### src/rtl/audio_pkg.sv
// -----------------------------------------------------------------------------
// audio_pkg
// Shared audio-path definitions for the codec record/playback blocks.
//   AUDIO_SAMPLE_BITS : default captured bits per channel
//   stereo_sample_t   : one {left, right} signed sample pair
//   i2s_rx_state_t    : I2S receiver frame-tracking states
// -----------------------------------------------------------------------------
package audio_pkg;

   localparam int AUDIO_SAMPLE_BITS = 16;

   typedef struct packed {
      logic [AUDIO_SAMPLE_BITS-1:0] l;
      logic [AUDIO_SAMPLE_BITS-1:0] r;
   } stereo_sample_t;

   typedef enum logic [2:0] {
      ST_IDLE  = 3'd0,
      ST_ALIGN = 3'd1,
      ST_DELAY = 3'd2,
      ST_SHIFT = 3'd3,
      ST_PAD   = 3'd4
   } i2s_rx_state_t;

endpackage

### src/rtl/i2s_rx_capture_if.sv
// -----------------------------------------------------------------------------
// i2s_rx_capture_if
// Sample-pair output bus of the I2S receiver.
//   sample_l / sample_r : held signed pair
//   sample_valid        : held pair is valid
//   sample_ready        : consumer accepts on valid && ready at a clock edge
//   overflow            : 1-cycle pulse, unconsumed pair overwritten
//   frame_err           : 1-cycle pulse, slot shorter than the sample width
// Modports: master (receiver side), slave (consumer side).
// -----------------------------------------------------------------------------
interface i2s_rx_capture_if #(
   parameter int SAMPLE_BITS = audio_pkg::AUDIO_SAMPLE_BITS
) ();

   logic [SAMPLE_BITS-1:0] sample_l;
   logic [SAMPLE_BITS-1:0] sample_r;
   logic                   sample_valid;
   logic                   sample_ready;
   logic                   overflow;
   logic                   frame_err;

   modport master (
      output sample_l, sample_r, sample_valid, overflow, frame_err,
      input  sample_ready
   );

   modport slave (
      input  sample_l, sample_r, sample_valid, overflow, frame_err,
      output sample_ready
   );

endinterface

### src/rtl/i2s_rx_capture_sync.sv
// -----------------------------------------------------------------------------
// i2s_pin_sync
// Multi-flop synchronizer for one asynchronous pin, plus registered rise/fall
// pulses derived from the last sync stage against one extra delay flop.
//   clk  : sampling clock          rstn : async active-low reset
//   din  : raw pin                 dout : synchronized level
//   rise : 1-cycle pulse on 0->1   fall : 1-cycle pulse on 1->0
// -----------------------------------------------------------------------------
module i2s_pin_sync #(
   parameter int STAGES = 2
) (
   input  logic clk,
   input  logic rstn,
   input  logic din,
   output logic dout,
   output logic rise,
   output logic fall
);

   logic [STAGES-1:0] sync_reg;
   logic              dly_reg;
   logic              rise_reg;
   logic              fall_reg;

   always_ff @(posedge clk or negedge rstn) begin
      if (!rstn) begin
         sync_reg <= '0;
         dly_reg  <= 1'b0;
         rise_reg <= 1'b0;
         fall_reg <= 1'b0;
      end else begin
         sync_reg <= {sync_reg[STAGES-2:0], din};
         dly_reg  <= sync_reg[STAGES-1];
         rise_reg <= sync_reg[STAGES-1] & ~dly_reg;
         fall_reg <= ~sync_reg[STAGES-1] & dly_reg;
      end
   end

   assign dout = sync_reg[STAGES-1];
   assign rise = rise_reg;
   assign fall = fall_reg;

endmodule

### src/rtl/i2s_rx_capture.sv
// -----------------------------------------------------------------------------
// i2s_rx_capture
// I2S receiver for the codec record path. Observes bclk/lrc (driven by the
// playback transmitter) and recdat, all in the mclk domain, and presents one
// signed stereo pair per frame on a valid/ready bus.
//   mclk, rstn          : sole clock (>= 4x bclk), async active-low reset
//   en                  : capture enable, low forces IDLE
//   i2s_bclk/lrc/recdat : observed I2S pins (lrc 0 = left, 1 = right)
//   cap                 : sample bus (i2s_rx_capture_if.master)
// Optional build macro I2S_RX_PEAK_EN adds peak_clr (in) and peak_l/peak_r
// (out): running maximum magnitude of committed samples.
// -----------------------------------------------------------------------------
module i2s_rx_capture
   import audio_pkg::*;
#(
   parameter int SAMPLE_BITS = AUDIO_SAMPLE_BITS,
   parameter int SLOT_BITS   = 32,
   parameter int SYNC_STAGES = 2
) (
   input  logic                   mclk,
   input  logic                   rstn,
   input  logic                   en,
   input  logic                   i2s_bclk,
   input  logic                   i2s_lrc,
   input  logic                   i2s_recdat,
`ifdef I2S_RX_PEAK_EN
   input  logic                   peak_clr,
   output logic [SAMPLE_BITS-1:0] peak_l,
   output logic [SAMPLE_BITS-1:0] peak_r,
`endif
   i2s_rx_capture_if.master       cap
);

   // Counter is sized for a full slot so it can never wrap inside one.
   localparam int                CNT_W = $clog2(SLOT_BITS + 1);
   localparam logic [CNT_W-1:0]  LAST  = CNT_W'(SAMPLE_BITS - 1);

   logic bclk_rise, bclk_fall_unused, bclk_level_unused;
   logic lrc_rise, lrc_fall, lrc_level_unused;
   logic recdat_s, recdat_rise_unused, recdat_fall_unused;
   logic lrc_edge;

   i2s_pin_sync #(.STAGES(SYNC_STAGES)) u_bclk_sync (
      .clk(mclk), .rstn(rstn), .din(i2s_bclk),
      .dout(bclk_level_unused), .rise(bclk_rise), .fall(bclk_fall_unused));

   i2s_pin_sync #(.STAGES(SYNC_STAGES)) u_lrc_sync (
      .clk(mclk), .rstn(rstn), .din(i2s_lrc),
      .dout(lrc_level_unused), .rise(lrc_rise), .fall(lrc_fall));

   // recdat passes one stage less than the registered bclk pulse, so the level
   // seen alongside bclk_rise is the pin value from mid high-phase of bclk.
   i2s_pin_sync #(.STAGES(SYNC_STAGES)) u_recdat_sync (
      .clk(mclk), .rstn(rstn), .din(i2s_recdat),
      .dout(recdat_s), .rise(recdat_rise_unused), .fall(recdat_fall_unused));

   assign lrc_edge = lrc_rise | lrc_fall;

   i2s_rx_state_t          state_reg, state_next;
   logic [CNT_W-1:0]       cnt_reg, cnt_next;
   logic                   chan_reg, chan_next;          // 0 = left slot
   logic                   have_left_reg, have_left_next;
   logic [SAMPLE_BITS-2:0] shift_reg, shift_next;
   logic [SAMPLE_BITS-1:0] left_reg, left_next;
   logic [SAMPLE_BITS-1:0] shifted;
   logic                   commit;
   logic                   short_slot;

   logic [SAMPLE_BITS-1:0] hold_l_reg, hold_r_reg;
   logic                   valid_reg, ovf_reg, ferr_reg;
   logic                   accept;

   // Word including the bit arriving on this bclk rise.
   assign shifted = {shift_reg, recdat_s};
   assign accept  = valid_reg & cap.sample_ready;

   always_ff @(posedge mclk or negedge rstn) begin
      if (!rstn) begin
         state_reg     <= ST_IDLE;
         cnt_reg       <= '0;
         chan_reg      <= 1'b0;
         have_left_reg <= 1'b0;
         shift_reg     <= '0;
         left_reg      <= '0;
      end else begin
         state_reg     <= state_next;
         cnt_reg       <= cnt_next;
         chan_reg      <= chan_next;
         have_left_reg <= have_left_next;
         shift_reg     <= shift_next;
         left_reg      <= left_next;
      end
   end

   always_comb begin
      state_next     = state_reg;
      cnt_next       = cnt_reg;
      chan_next      = chan_reg;
      have_left_next = have_left_reg;
      shift_next     = shift_reg;
      left_next      = left_reg;
      commit         = 1'b0;
      short_slot     = 1'b0;
      if (!en) begin
         state_next     = ST_IDLE;
         have_left_next = 1'b0;
      end else begin
         unique case (state_reg)
            ST_IDLE: state_next = ST_ALIGN;
            ST_ALIGN: begin
               // Always start on the left slot so a pair is never split.
               if (lrc_fall) begin
                  state_next     = ST_DELAY;
                  chan_next      = 1'b0;
                  have_left_next = 1'b0;
               end
            end
            ST_DELAY: begin
               // First rise after the lrc edge still carries the previous LSB.
               if (bclk_rise) begin
                  state_next = ST_SHIFT;
                  cnt_next   = '0;
               end
            end
            ST_SHIFT: begin
               if (lrc_edge) begin
                  short_slot     = 1'b1;
                  state_next     = ST_ALIGN;
                  have_left_next = 1'b0;
               end else if (bclk_rise) begin
                  shift_next = shifted[SAMPLE_BITS-2:0];
                  if (cnt_reg == LAST) begin
                     state_next = ST_PAD;
                     if (!chan_reg) begin
                        left_next      = shifted;
                        have_left_next = 1'b1;
                     end else begin
                        commit         = have_left_reg;
                        have_left_next = 1'b0;
                     end
                  end else begin
                     cnt_next = cnt_reg + 1'b1;
                  end
               end
            end
            ST_PAD: begin
               if (lrc_edge) begin
                  state_next = ST_DELAY;
                  chan_next  = ~chan_reg;
               end
            end
            default: state_next = ST_IDLE;
         endcase
      end
   end

   // Output hold register: newest pair wins; a same-cycle accept consumes the
   // old pair, so overwrite only counts as overflow when nobody took it.
   always_ff @(posedge mclk or negedge rstn) begin
      if (!rstn) begin
         hold_l_reg <= '0;
         hold_r_reg <= '0;
         valid_reg  <= 1'b0;
         ovf_reg    <= 1'b0;
         ferr_reg   <= 1'b0;
      end else begin
         ferr_reg <= short_slot;
         if (commit) begin
            hold_l_reg <= left_reg;
            hold_r_reg <= shifted;
            valid_reg  <= 1'b1;
            ovf_reg    <= valid_reg & ~cap.sample_ready;
         end else begin
            ovf_reg <= 1'b0;
            if (accept) valid_reg <= 1'b0;
         end
      end
   end

   assign cap.sample_l     = hold_l_reg;
   assign cap.sample_r     = hold_r_reg;
   assign cap.sample_valid = valid_reg;
   assign cap.overflow     = ovf_reg;
   assign cap.frame_err    = ferr_reg;

`ifdef I2S_RX_PEAK_EN
   // Magnitude of a two's complement sample; the most negative value
   // saturates to the largest positive one.
   function automatic logic [SAMPLE_BITS-1:0] mag(input logic [SAMPLE_BITS-1:0] x);
      if (!x[SAMPLE_BITS-1])
         return x;
      else if (x == {1'b1, {(SAMPLE_BITS-1){1'b0}}})
         return {1'b0, {(SAMPLE_BITS-1){1'b1}}};
      else
         return ~x + 1'b1;
   endfunction

   logic [SAMPLE_BITS-1:0] peak_l_reg, peak_r_reg;
   logic [SAMPLE_BITS-1:0] mag_l, mag_r, base_l, base_r;

   assign mag_l  = mag(left_reg);
   assign mag_r  = mag(shifted);
   assign base_l = peak_clr ? '0 : peak_l_reg;
   assign base_r = peak_clr ? '0 : peak_r_reg;

   always_ff @(posedge mclk or negedge rstn) begin
      if (!rstn) begin
         peak_l_reg <= '0;
         peak_r_reg <= '0;
      end else if (commit) begin
         peak_l_reg <= (mag_l > base_l) ? mag_l : base_l;
         peak_r_reg <= (mag_r > base_r) ? mag_r : base_r;
      end else if (peak_clr) begin
         peak_l_reg <= '0;
         peak_r_reg <= '0;
      end
   end

   assign peak_l = peak_l_reg;
   assign peak_r = peak_r_reg;
`endif

endmodule

### src/flat_wrapper.sv
// flat-port wrapper written by rule: the top's interface ports become plain ports
module i2s_rx_capture_flat import audio_pkg::*;
#(
   parameter int SAMPLE_BITS = AUDIO_SAMPLE_BITS,
   parameter int SLOT_BITS   = 32,
   parameter int SYNC_STAGES = 2
)
  (mclk, rstn, en, i2s_bclk, i2s_lrc, i2s_recdat, cap_sample_l, cap_sample_r, cap_sample_valid, cap_overflow, cap_frame_err, cap_sample_ready);
  i2s_rx_capture_if #(.SAMPLE_BITS(SAMPLE_BITS)) cap_i ();
  input  logic mclk;
  input  logic rstn;
  input  logic en;
  input  logic i2s_bclk;
  input  logic i2s_lrc;
  input  logic i2s_recdat;
  output wire logic [$bits(cap_i.sample_l)-1:0] cap_sample_l;
  output wire logic [$bits(cap_i.sample_r)-1:0] cap_sample_r;
  output wire logic [$bits(cap_i.sample_valid)-1:0] cap_sample_valid;
  output wire logic [$bits(cap_i.overflow)-1:0] cap_overflow;
  output wire logic [$bits(cap_i.frame_err)-1:0] cap_frame_err;
  input wire logic [$bits(cap_i.sample_ready)-1:0] cap_sample_ready;
  assign cap_sample_l = cap_i.sample_l;
  assign cap_sample_r = cap_i.sample_r;
  assign cap_sample_valid = cap_i.sample_valid;
  assign cap_overflow = cap_i.overflow;
  assign cap_frame_err = cap_i.frame_err;
  assign cap_i.sample_ready = cap_sample_ready;
  i2s_rx_capture #(.SAMPLE_BITS(SAMPLE_BITS), .SLOT_BITS(SLOT_BITS), .SYNC_STAGES(SYNC_STAGES)) u_core (.mclk(mclk), .rstn(rstn), .en(en), .i2s_bclk(i2s_bclk), .i2s_lrc(i2s_lrc), .i2s_recdat(i2s_recdat), .cap(cap_i));
endmodule
### config.mk
export PLATFORM = sky130hd
export DESIGN_NAME = i2s_rx_capture_flat
export DESIGN_NICKNAME = d
export VERILOG_FILES = /design/src/rtl/audio_pkg.sv /design/src/rtl/i2s_rx_capture_if.sv /design/src/rtl/i2s_rx_capture_sync.sv /design/src/rtl/i2s_rx_capture.sv /design/src/flat_wrapper.sv
export SDC_FILE = /design/constraint.sdc
export NUM_CORES = 1
export LEC_CHECK = 0
export CORE_MARGIN = 10
export CORE_UTILIZATION = 40
export CTS_BUF_LIST = sky130_fd_sc_hd__clkbuf_2 sky130_fd_sc_hd__clkbuf_4 sky130_fd_sc_hd__clkbuf_8
export DETAILED_ROUTE_END_ITERATION = 12
export PLACE_DENSITY_LB_ADDON = 0.3
export SYNTH_ARGS = -nofsm -noshare
export SYNTH_HDL_FRONTEND = slang
export SYNTH_SLANG_ARGS = --single-unit
### constraint.sdc
create_clock -name mclk -period 1.9 [get_ports mclk]
set_input_delay 0.57 -clock mclk [delete_from_list [all_inputs] [get_ports mclk]]
set_output_delay 0.57 -clock mclk [all_outputs]
set_load 0.01 [all_outputs]
==> flow_summary.yaml, run 1 <==
setup_path:
  r2r_setup_slack_ns: -0.06
  required_ns: 2.13
  arrival_ns: 2.20
  cp-end-kind: "flop"
  path_class: "flop to flop"
  worst-path-max-fanout: 12
  startpoint_type: "flop"
clock_network:
  cts_hold_buffers: 0
  clockBufferDepth: 2
  clock_tree.root_cell: "clkbuf_8"
  clkLatencyLatePin_ns: 0.35
  htreeDepth: 3
  numCtsBuffers: 9
  clkTransAtPathRegs_ns: 0.09
  cts.sinks: 88
  cts_tree: "done"
power:
  p_leak_nw: 2.17
  ir_drop_uv: 429
  power-per-cell-area_mw_per_mm2: 833
floorplan:
  dieArea_mm2: 0.0129
  initial_core_util: 0.405
  die-height_um: 114
  ios: 42
  core_mm2: 0.00864
  fp.dieW_um: 114
  rows: 34
logic_synthesis:
  synth-edff-count: 0
  synth_area_leaders: "dfrtp_1 63%, mux2_2 17%, mux2_4 3.9%, buf_6 1.3%, o21ai_0 1.1%"
  netlist_area_mm2: 0.00350
  yosysMostFrequentCell: "dfrtp_1"
  synth_top_area_cell: "dfrtp_1"
  yosys.area.top_type_share: 0.630
  ys_ff_latch: 88
  synth_nets: 238
  postSynthCellCount: 230
  yosysSeqAreaShare: 0.630
  yosys_warnings: 0
  synth.distinct_cells: 47
  yosys-top-cells-count: "88 x dfrtp_1, 53 x mux2_2, 9 x mux2_4"
  synthFlopType: "dfrtp_1"
  async_flop_share: 1.00
  syn_avg_cell_area_um2: 15.2
timing:
  rsz0062_at_grt: "yes"
  skew_ns: 0.0109
  slew_viol_final: 0
  final-setup-viol-count: 24
  hold_viol: 0
  clock.fmax_ghz: 0.509
  slew_headroom: 0.699
  timing.final.crit_share: 1.03
  fin_crit_ns: 1.96
  setup_ws_ns: -0.0642
  worstMarginPinSlew_ns: 0.451
  holdWs_ns: 0.243
placed_design:
  hpwl_um: 4290
  place_congestion: 0.878
  place_inst: 390
  portBuffers: 41
  placed_cell_area_mm2: 0.00413
grt:
  grt_max_degree: 89
  grt_pass1_wl_um: 10900
  track_usage: 0.102
  grt-ovfl-total: 0
  antenna_found_initial: 0
  grt_pass1_vias: 2175
layout:
  fillers: 753
  fin_nets: 305
  final_cell_area_mm2: 0.00451
  diodes: 0
  drive_gt1_frac: 0.394
  area_growth_pct: 29.1
  post_layout_nonfiller_instances: 410
route:
  ant_nets: 0
  wl_per_cell_um: 15.7
  finalWirelength_um: 6440
  vias_per_cell: 4.99
  drt_first_pass_iters: 4
  drt-initial-drc-count: 90
  drc: 0
  num_vias: 2046
run:
  maxCapViolCount: 0
status:
  failed_checks: "setup timing"
  status: "finished, violations left"
worst_hold_path:
  min_path_type: "primary input to asynchronous set/reset pin"
## critical path, cell delays in order (launching register included)
cell	delay, ns
dfrtp_1	0.36
ha_2	0.19
nand3_2	0.09
or3_4	0.38
nor3_4	0.20
buf_6	0.15
clkbuf_16	0.16
mux2_2	0.33
## cells in the final DEF (no fill, tap or decap), drive strengths merged, types with 3 or more instances in the layout
master and count:
clkbuf 11, nand2 5, o21ai 8, clkdlybuf4s50 37, inv 5, dfrtp 88
mux2 63, buf 25, or3 4, nor2 3, nor2b 3, a21oi 5
nor3 3, nand3 4, bufinv 3
## worst paths after layout
kind	startpoint	to	depth (start not counted)
max	u_core.cnt_reg[0]	u_core.cap.sample_l[10]	7
min	rstn	u_core.cap.sample_l[11]	2
max reg2reg	u_core.cnt_reg[0]	u_core.cap.sample_l[10]	7
min reg2reg	u_core.u_recdat_sync.sync_reg[0]	u_core.u_recdat_sync.sync_reg[1]	0
max in group asynchronous	rstn	u_core.u_lrc_sync.rise	2
min in group mclk	u_core.u_recdat_sync.sync_reg[0]	u_core.u_recdat_sync.sync_reg[1]	0
## kinds of logic (layout without fill, tap and decap cells)
logic type                 Yosys count  count (layout)  share of synthesized area
DFF                                 88              88                      0.630
muxes                               63              63                      0.213
and+or+nand+nor                     37              37                     0.0730
AOI/OAI and AO/OA                   26              26                     0.0487
buffers and inverters               14              86                     0.0301
adders and majority gates            1               1                    0.00358
xor gates and xnor gates             1               1                    0.00250
## stage by stage
| step | worst slack, ns | setup TNS [ns] | util | total power [W] |
|---|---|---|---|---|
| after floorplan | -0.0989 | -3.59 | - | 0.00212 |
| after global placement | -0.471 | -26.24 | 0.479 | 0.00223 |
| after detailed placement | -0.517 | -28.14 | 0.479 | 0.00224 |
| after CTS | -0.0768 | -2.10 | 0.513 | 0.00381 |
| after global routing | -0.139 | -3.65 | 0.523 | 0.00393 |
| final | -0.0642 | -1.13 | 0.523 | 0.00376 |
## where the power goes
part / total [W] / switching (W) / internal [W]
registers: 0.00195 / 0.0000417 / 0.00191
logic: 0.000259 / 0.000146 / 0.000114
clock network: 0.00155 / 0.000653 / 0.000898
total: 0.00376 / 0.000840 / 0.00292
## cell type report
cell class | count | area, um^2 | area share
Timing Repair Buffer | 66 | 657 | 0.146
Sequential cell | 88 | 2200 | 0.488
Tap cell | 108 | 135 | 0.0299
Clock inverter | 6 | 116 | 0.0258
Multi-Input combinational cell | 128 | 1260 | 0.279
Inverter | 4 | 15.0 | 0.00333
Clock buffer | 10 | 131 | 0.0291
## repair_timing
action                                  CTS  global route
endpoints found under the setup margin   54            43
gates cloned                              0             1
gates resized for setup                  12            11
pin swaps                                 1             2
buffers inserted                          0             3
hold endpoints to repair                  0             0
## routing by layer
layer | track usage | routed length [um]
met3 | 0.0283 | 330
met5 | 0 | 0
met4 | 0.0575 | 127
met1 | 0.134 | 3030
met2 | 0.149 | 2950
No activity file was read; power rests on OpenSTA's default activity.
==> run 2: changes to the inputs <==
Settings changed: SLEW_MARGIN set to 20.
==> results of run 2 <==
No change in the layout: final DEF, timing and power equal those of run 1.
